**src/rtl/ps2_mouse_cmd_tx.sv**
```systemverilog
// PS/2 host-to-device command transmitter.
// Sends the enable/disable data reporting byte over open-drain clock/data enables.
module ps2_mouse_cmd_tx #(
    parameter int         INHIBIT_CYCLES = 6000,
    parameter int         TIMEOUT_CYCLES = 1000000,
    parameter logic [7:0] ENABLE_CMD     = 8'hF4,
    parameter logic [7:0] DISABLE_CMD    = 8'hF5
) (
    input  logic iClk,
    input  logic iResetn,
    input  logic iStart,
    input  logic iEnable,
    input  logic iPS2Clk,
    input  logic iPS2Dat,
    output logic oPS2ClkOe,
    output logic oPS2DatOe,
    output logic oBusy,
    output logic oDone,
    output logic oError
);

    localparam int IW = $clog2(INHIBIT_CYCLES + 1);
    localparam int TW = $clog2(TIMEOUT_CYCLES + 1);

    typedef enum logic [2:0] {
        S_IDLE,
        S_INHIBIT,
        S_REQ,
        S_SEND,
        S_ACK,
        S_WAIT,
        S_DONE
    } state_t;

    state_t r_state;
    state_t w_next;

    logic          r_clk_s1;
    logic          r_clk_s2;
    logic          r_clk_s3;
    logic          r_dat_s1;
    logic          r_dat_s2;
    logic [IW-1:0] r_inh_cnt;
    logic [TW-1:0] r_to_cnt;
    logic [3:0]    r_edge_cnt;
    logic [10:0]   r_bits;
    logic          r_err;

    logic [7:0] w_cmd;
    logic       w_fall;
    logic       w_to_run;
    logic       w_timeout;

    assign w_cmd     = iEnable ? ENABLE_CMD : DISABLE_CMD;
    assign w_fall    = r_clk_s3 & ~r_clk_s2;
    assign w_to_run  = (r_state == S_SEND) || (r_state == S_ACK) ||
                       (r_state == S_WAIT);
    assign w_timeout = w_to_run && (r_to_cnt == TW'(TIMEOUT_CYCLES - 1));

    always_ff @(posedge iClk or negedge iResetn) begin
        if (!iResetn) begin
            r_state    <= S_IDLE;
            r_clk_s1   <= 1'b1;
            r_clk_s2   <= 1'b1;
            r_clk_s3   <= 1'b1;
            r_dat_s1   <= 1'b1;
            r_dat_s2   <= 1'b1;
            r_inh_cnt  <= '0;
            r_to_cnt   <= '0;
            r_edge_cnt <= '0;
            r_bits     <= '0;
            r_err      <= 1'b0;
        end else begin
            r_state  <= w_next;
            r_clk_s1 <= iPS2Clk;
            r_clk_s2 <= r_clk_s1;
            r_clk_s3 <= r_clk_s2;
            r_dat_s1 <= iPS2Dat;
            r_dat_s2 <= r_dat_s1;
            unique case (r_state)
                S_IDLE: begin
                    r_inh_cnt <= '0;
                    if (iStart) begin
                        // Frame image: stop, odd parity, byte, start (LSB out first)
                        r_bits <= {1'b1, ~^w_cmd, w_cmd, 1'b0};
                        r_err  <= 1'b0;
                    end
                end
                S_INHIBIT: r_inh_cnt <= r_inh_cnt + IW'(1);
                S_REQ: begin
                    r_to_cnt   <= '0;
                    r_edge_cnt <= '0;
                end
                S_SEND, S_ACK, S_WAIT: begin
                    r_to_cnt <= r_to_cnt + TW'(1);
                    if (w_timeout) begin
                        r_err <= 1'b1;
                    end else if (w_fall && r_state == S_SEND) begin
                        r_edge_cnt <= r_edge_cnt + 4'd1;
                        r_bits     <= {1'b1, r_bits[10:1]};
                    end else if (w_fall && r_state == S_ACK) begin
                        r_err <= r_dat_s2;
                    end
                end
                default: ;
            endcase
        end
    end

    always_comb begin
        w_next    = r_state;
        oPS2ClkOe = 1'b0;
        oPS2DatOe = 1'b0;
        oBusy     = (r_state != S_IDLE);
        oDone     = 1'b0;
        oError    = 1'b0;
        unique case (r_state)
            S_IDLE: begin
                if (iStart) w_next = S_INHIBIT;
            end
            S_INHIBIT: begin
                oPS2ClkOe = 1'b1;
                if (r_inh_cnt == IW'(INHIBIT_CYCLES - 1)) w_next = S_REQ;
            end
            S_REQ: begin
                oPS2ClkOe = 1'b1;
                oPS2DatOe = 1'b1;
                w_next    = S_SEND;
            end
            S_SEND: begin
                oPS2DatOe = ~r_bits[0];
                if (w_timeout) w_next = S_DONE;
                else if (w_fall && r_edge_cnt == 4'd9) w_next = S_ACK;
            end
            S_ACK: begin
                if (w_timeout) w_next = S_DONE;
                else if (w_fall) w_next = S_WAIT;
            end
            S_WAIT: begin
                if (w_timeout) w_next = S_DONE;
                else if (r_clk_s2 && r_dat_s2) w_next = S_DONE;
            end
            S_DONE: begin
                oDone  = 1'b1;
                oError = r_err;
                w_next = S_IDLE;
            end
            default: w_next = S_IDLE;
        endcase
    end

endmodule

```
**config.mk**
```make
export PLATFORM = sky130hd
export DESIGN_NAME = ps2_mouse_cmd_tx
export DESIGN_NICKNAME = d
export VERILOG_FILES = /design/src/rtl/ps2_mouse_cmd_tx.sv
export SDC_FILE = /design/constraint.sdc
export NUM_CORES = 1
export LEC_CHECK = 0
export BUFFER_PORTS_ARGS = -buffer_cell sky130_fd_sc_hd__buf_4
export CAP_MARGIN = 10
export CORE_MARGIN = 1.5
export CORE_UTILIZATION = 64
export CTS_BUF_LIST = sky130_fd_sc_hd__clkbuf_2 sky130_fd_sc_hd__clkbuf_4 sky130_fd_sc_hd__clkbuf_8
export DETAILED_ROUTE_END_ITERATION = 10
export PLACE_DENSITY = 0.9
export SETUP_SLACK_MARGIN = 0.15
export SYNTH_ARGS = -nofsm -noshare
export SYNTH_HDL_FRONTEND = slang
export SYNTH_SLANG_ARGS = --single-unit
```
**constraint.sdc**
```tcl
create_clock -name iClk -period 3.1 [get_ports iClk]
set_clock_uncertainty 0.2 [all_clocks]
set_input_delay 0.155 -clock iClk [delete_from_list [all_inputs] [get_ports iClk]]
set_output_delay 0.155 -clock iClk [all_outputs]
set_load 0.01 [all_outputs]
```
==> metrics, run 1 <==
Max clock buf depth 2; pins over their slew limit 0; CP top delay family simple AND/OR/NAND/NOR gates; RSZ-0062 raised after global routing false; NetSw 946.5 µW; final setup TNS 0 ns; CTS Root Cell clkbuf_8; fin util 74.14%; worst min path class reg -> reg; port bufs 10; via/cell ratio 6.131; reg2reg setup slack 0.56 ns; total CTS buffers 9; die area just over 5000 µm²; DRC 0; row cnt 24; total power roughly 2.5 mW; Final nets 343; Synth Area in Compound Gates ~17%; antenna cells 0; synthesized instance count 318; CP max-delay cell or4_1; fin cells 390; DP Area 3029 µm²; Placed Instances 370; pwr/cell area 771.4 nW/µm²; Netlist cell types 53; RR Startpoint r_to_cnt[10]$_DFFE_PN0P_; f_max approximately 390 MHz; crit path from r_to_cnt[10]$_DFFE_PN0P_; xor/xnor share of the synthesized area less than 1%; Ys Warns 0; gr usage total 26.04%; H-tree depth 3; post-synthesis area per instance ~9.3 µm²; I/O pins 11; synthesized flop and latch total 57; Critical Path AT 2.56 ns; CTS sink count 57; Sequential Power Share a little over two fifths; number of flops mapped to enable cells by yosys 0; combinational power share about a third; Rel. slew slack 53.26%; WHS 0.1553 ns; post-CTS sizing 0; P_leak between 1 and 1.5 nW; Synth async-reset ratio 100.0%; clk_lat worst skew 0.34 ns; minimum clock period 2.545 ns; first-pass iteration count of the detailed router 5; Syn Std Cell Area between 2000 and 3000 µm²; total grt overflow 0; Net Count, Synth 328; die height 70.93 µm; Critical Path Start Type register; Design Area, Final 3251 µm²; Top FF cell, synth dfrtp_1; worst path cell trace or4_1, or4_1, or2_1, nand2_1, mux2_1; routed len/inst 15.11 µm; Final Hold Vio Count 0; MaxCap Viol Count 0; pre-CTS setup slack around 0.59 ns; initial antenna violation count 0; Final period util 82.08%; main combinational cell family by area after synthesis simple AND/OR/NAND/NOR gates; CP Max Fanout 7; gpl congestion approximately 0.84; WS Path Type reg -> reg; Setup WS post-layout between 0.5 and 0.6 ns; Worst Path Buf+Inv 0; delay of the slowest critical-path stage roughly 0.56 ns; Syn-to-layout area delta 10.08%; Slew @ Worst Pin 0.7010 ns; DRT iter0 DRCs 178; clock group share of total power roughly a quarter; critical path required time 3.11 ns; final WL 5893 µm; HPWL after detailed placement 3859 µm; endpoint class of the critical path register; Setup-failing EPs final 0; Die Wd roughly 71 µm; share of the synthesized area in the top cell type 44.07%; Net Sw Frac ~38%; Antenna Nets Post-Route 0; largest net degree at the start of global routing 58; outcome finished clean; Simple-Gate Fraction of Synth Area 23.01%; starting density of the core 67.35%; VDD IR-drop max 536.1 µV; CTS tree yes; Seq/Total Area, Yosys slightly below 50%; number of global-route vias before repair between 2000 and 2500; top cells by area, synth dfrtp_1, nand2_1, o21ai_0, dfstp_2, nor2_1; Internal Dissipation 1.561 mW; Adder-Cell Fraction of Synth Area between 1.5 and 2%; fraction of layout cells with a size suffix above 1 13.02%; core area 4384 µm²; Reg clk slew, reported paths 0.06 ns; most area-hungry cell type in the Yosys netlist dfrtp_1; global-route wire length before repair 10140 µm; Most common cell on crit path or4_1; post-synthesis mux area share 4.492%; worst hold start r_dat_s1$_DFF_PN1_; vias 2391
## placed cells by master (no fill, tap or decap), drive strengths merged, types with 7 or more instances in the layout
cell type	instances
a21oi	12
buf	14
clkbuf	13
dfrtp	52
inv	10
mux2i	11
nand2	48
nand2b	7
nand3	16
nor2	30
nor3	11
o21ai	32
o31ai	8
## timing repair
action,in CTS,in global routing
endpoints found under the hold margin,55,0
hold buffers,4,0
setup buffers,0,0
## kinds of logic after synthesis
kind of cell	after synthesis
simple gates	140
compound gates	77
flops	57
buf+inv	24
mux	13
fa+ha+maj	4
xor+xnor	3
## layer usage
layer	vias up	routed length (µm)	share of wire [%]	GRT usage, %
li1	1168	-	-	-
met1	1149	2751	47	35.46
met2	58	2754	47	40.08
met3	16	226	3.8	4.701
met4	0	160	2.7	14.05
met5	-	0	0	0
## sequential cells by signal, indices dropped and copies added (netlist names), 3 cells and up
register,cells
r_state,3
r_bits,11
r_inh_cnt,13
r_edge_cnt,4
r_to_cnt,20
## synth_stat cells (3+ instances only)
cell	number
dfrtp_1	52
nand2_1	48
nor2_1	30
o21ai_0	29
nand3_1	16
a21oi_1	11
mux2i_1	11
nor3_1	11
inv_1	10
o31ai_1	8
clkbuf_1	7
nand2b_1	7
and3_1	5
dfstp_2	5
nand4_1	5
o211ai_1	5
ha_1	4
a22o_1	3
buf_6	3
o21ai_1	3
o22ai_1	3
## final cells by class
type,instances,area (µm²)
Clock buffer,13,166.4
Clock inverter,3,15.01
Fill cell,307,1134
Inverter,10,37.54
Multi-Input combinational cell,237,1389
Sequential cell,57,1433
Tap cell,52,65.06
Timing Repair Buffer,18,145.1
## power groups by stage
| stage | Clock (mW) | Sequential [mW] | Combinational (mW) |
|---|---|---|---|
| after floorplan | 0 | 0.976 | 0.696 |
| after global placement | 0 | 1.05 | 0.804 |
| after detailed placement | 0 | 1.05 | 0.834 |
| after CTS | 0.636 | 1.04 | 0.839 |
| after global routing | 0.667 | 1.07 | 0.942 |
| final | 0.626 | 1.05 | 0.835 |
## worst paths after layout
| path | endpoint | cells past startpoint |
|---|---|---|
| max in group asynchronous | r_to_cnt[4]$_DFFE_PN0P_ | 2 |
| setup / recovery | r_edge_cnt[0]$_DFFE_PN0P_ | 5 |
| setup reg to reg | r_edge_cnt[0]$_DFFE_PN0P_ | 5 |
| min in group asynchronous | r_inh_cnt[10]$_DFFE_PN0P_ | 2 |
| hold reg to reg | r_dat_s2$_DFF_PN1_ | 0 |
| hold / removal | r_dat_s2$_DFF_PN1_ | 0 |
No activity file was read; power rests on OpenSTA's default activity.
==> run 2, diff against run 1 <==
--- a/config.mk
+++ b/config.mk
@@ -8,10 +8,10 @@
 export BUFFER_PORTS_ARGS = -buffer_cell sky130_fd_sc_hd__buf_4
 export CAP_MARGIN = 10
 export CORE_MARGIN = 1.5
-export CORE_UTILIZATION = 64
+export CORE_UTILIZATION = 58
 export CTS_BUF_LIST = sky130_fd_sc_hd__clkbuf_2 sky130_fd_sc_hd__clkbuf_4 sky130_fd_sc_hd__clkbuf_8
 export DETAILED_ROUTE_END_ITERATION = 10
-export PLACE_DENSITY = 0.9
+export PLACE_DENSITY = 0.86
 export SETUP_SLACK_MARGIN = 0.15
 export SYNTH_ARGS = -nofsm -noshare
 export SYNTH_HDL_FRONTEND = slang
==> constraint.sdc (replaced) <==
create_clock -name iClk -period 2.3 [get_ports iClk]
set_clock_uncertainty 0.2 [all_clocks]
set_input_delay 0.115 -clock iClk [delete_from_list [all_inputs] [get_ports iClk]]
set_output_delay 0.115 -clock iClk [all_outputs]
set_load 0.01 [all_outputs]
==> run 2 against run 1 <==
Largest cell class is now multi-input combinational cells. The run now ends with negative setup slack left. Total power up 49%. Sequential power up 29%. Clock power up 51%. Highest routed layer unchanged. Non-clock buffer count increased by 15. Combinational power rose by 74%.
==> metrics, run 2 (same netlist as run 1, synthesis figures left out) <==
largest net degree at the start of global routing 58; Critical Path AT 2.38 ns; P_leak 1.520 nW; Reg clk slew, reported paths 0.07 ns; pins over their slew limit 0; outcome complete, but fails checks; row cnt 25; endpoint class of the critical path register; CTS sink count 57; worst min path class reg -> reg; hold path depth 0; RSZ-0062 raised after global routing true; number of global-route vias before repair 2408; die area 5528 µm²; port bufs 10; Largest regs r_to_cnt x20, r_inh_cnt x13, r_bits x11; Syn-to-layout area delta 18.43%; Max clock buf depth 2; pwr/cell area 1070 nW/µm²; via/cell ratio 5.862; first-pass iteration count of the detailed router 5; critical path required time 2.35 ns; CTS Root Cell clkbuf_8; Slew @ Worst Pin 0.7116 ns; DRC 0; Setup WS post-layout -0.02303 ns; gr usage total 27.55%; VDD IR-drop max roughly 800 µV; most frequent cells in the layout dfrtp_1, nand2_1, nor2_1; routed len/inst 15.55 µm; WS Path Type reg -> reg; Placed Instances 398; Rel. slew slack about 53%; final WL 6533 µm; fin util a little over 70%; reg2reg setup slack -0.02 ns; RR Startpoint r_to_cnt[10]$_DFFE_PN0P_; clk_lat worst skew between 0.3 and 0.4 ns; max reg flops 20; HPWL after detailed placement 4255 µm; FF-to-FF path depth 6; Final Hold Vio Count 0; Final nets 358; hold path endpoint r_clk_s2$_DFF_PN1_; CTS tree yes; vias between 2000 and 2500; Design Area, Final 3497 µm²; f_max 430.5 MHz; I/O pins 11; starting density of the core 61.30%; gpl congestion 0.8329; core area 4817 µm²; global-route wire length before repair between 10000 and 15000 µm; MaxCap Viol Count 0; DRT iter0 DRCs roughly 180; minimum clock period 2.323 ns; Critical Path Start Type register; initial antenna violation count 0; pre-CTS setup slack -0.05720 ns; Final period util 101.0%; DP Area 3158 µm²; fin cells 420; worst hold start r_clk_s1$_DFF_PN1_; CP Max Fanout 6; Reg with most FFs r_to_cnt; Antenna Nets Post-Route 0; commonest non-fill, non-tap cell in the layout dfrtp_1; total CTS buffers 9; Worst R2R End r_state[0]$_DFFE_PN0P_; antenna cells 0; Setup-failing EPs final 2; die height 74.35 µm; failing checks negative setup slack; H-tree depth 3; total grt overflow 0; fraction of layout cells with a size suffix above 1 20.11%; Die Wd 74.35 µm
-- run 2: changes by cell type in the layout (fill, tap and decap cells not counted), sizes merged --
| cell | previous run | this run |
|---|---|---|
| bufinv | 0 | 1 |
| clkinvlp | 0 | 2 |
| clkinv | 3 | 2 |
| buf | 14 | 29 |
| clkbuf | 13 | 11 |
-- run 2: per-layer routing --
layer / share of wire, % / GRT usage, %
met5: 0 / 0
met3: 4.7 / 8.672
met4: 1.7 / 10.30
met2: 50 / 45.04
met1: 44 / 34.56
-- run 2: critical path, cell delays in order (launching register included) --
cell and delay, ns:
dfrtp_1 0.38, or4_1 0.51, or4_4 0.43, buf_6 0.16, a2bb2oi_4 0.16, o22a_1 0.21, o31ai_1 0.18
-- run 2: timing repair --
item	in CTS	in global routing
pin swaps	4	4
endpoints found under the setup margin	17	21
gates resized for setup	12	11
hold endpoints to repair	56	0
hold buffers	4	0
buffers inserted	1	1
-- run 2: how the worst max path moves through the flow --
stage / start / end / depth (start not counted)
global route: r_to_cnt[10]$_DFFE_PN0P_ / r_state[0]$_DFFE_PN0P_ / 6
CTS: r_to_cnt[10]$_DFFE_PN0P_ / r_state[0]$_DFFE_PN0P_ / 6
floorplan: r_to_cnt[10]$_DFFE_PN0P_ / r_edge_cnt[0]$_DFFE_PN0P_ / 6
finish: r_to_cnt[10]$_DFFE_PN0P_ / r_state[0]$_DFFE_PN0P_ / 6
detailed placement: r_to_cnt[10]$_DFFE_PN0P_ / r_state[1]$_DFFE_PN0P_ / 6
global placement: r_to_cnt[10]$_DFFE_PN0P_ / r_state[1]$_DFFE_PN0P_ / 6
-- run 2: final cells by class --
cell class | instances | area (µm²)
clock buffer | 11 | 145.1
multi-input combinational | 237 | 1469
fill | 349 | 1320
timing repair buffer | 33 | 274.0
sequential | 57 | 1433
inverter | 10 | 37.54
clock inverter | 5 | 55.05
tap | 67 | 83.83
-- run 2: power by group --
group | switching (mW) | internal, mW
Clock | 0.406 | 0.537
Combinational | 0.869 | 0.578
Sequential | 0.155 | 1.20
-- run 2: per-stage QoR --
| stage | setup TNS (ns) | power, mW | hold WS, ns |
|---|---|---|---|
| after floorplan | -0.1167 | 2.253 | -0.3806 |
| after global placement | 0 | 2.573 | 0.01120 |
| after detailed placement | -0.06329 | 2.642 | 0.009925 |
| after CTS | -0.006649 | 3.673 | 0.1602 |
| after global routing | -0.6495 | 3.988 | 0.1652 |
| final | -0.03281 | 3.744 | 0.1615 |
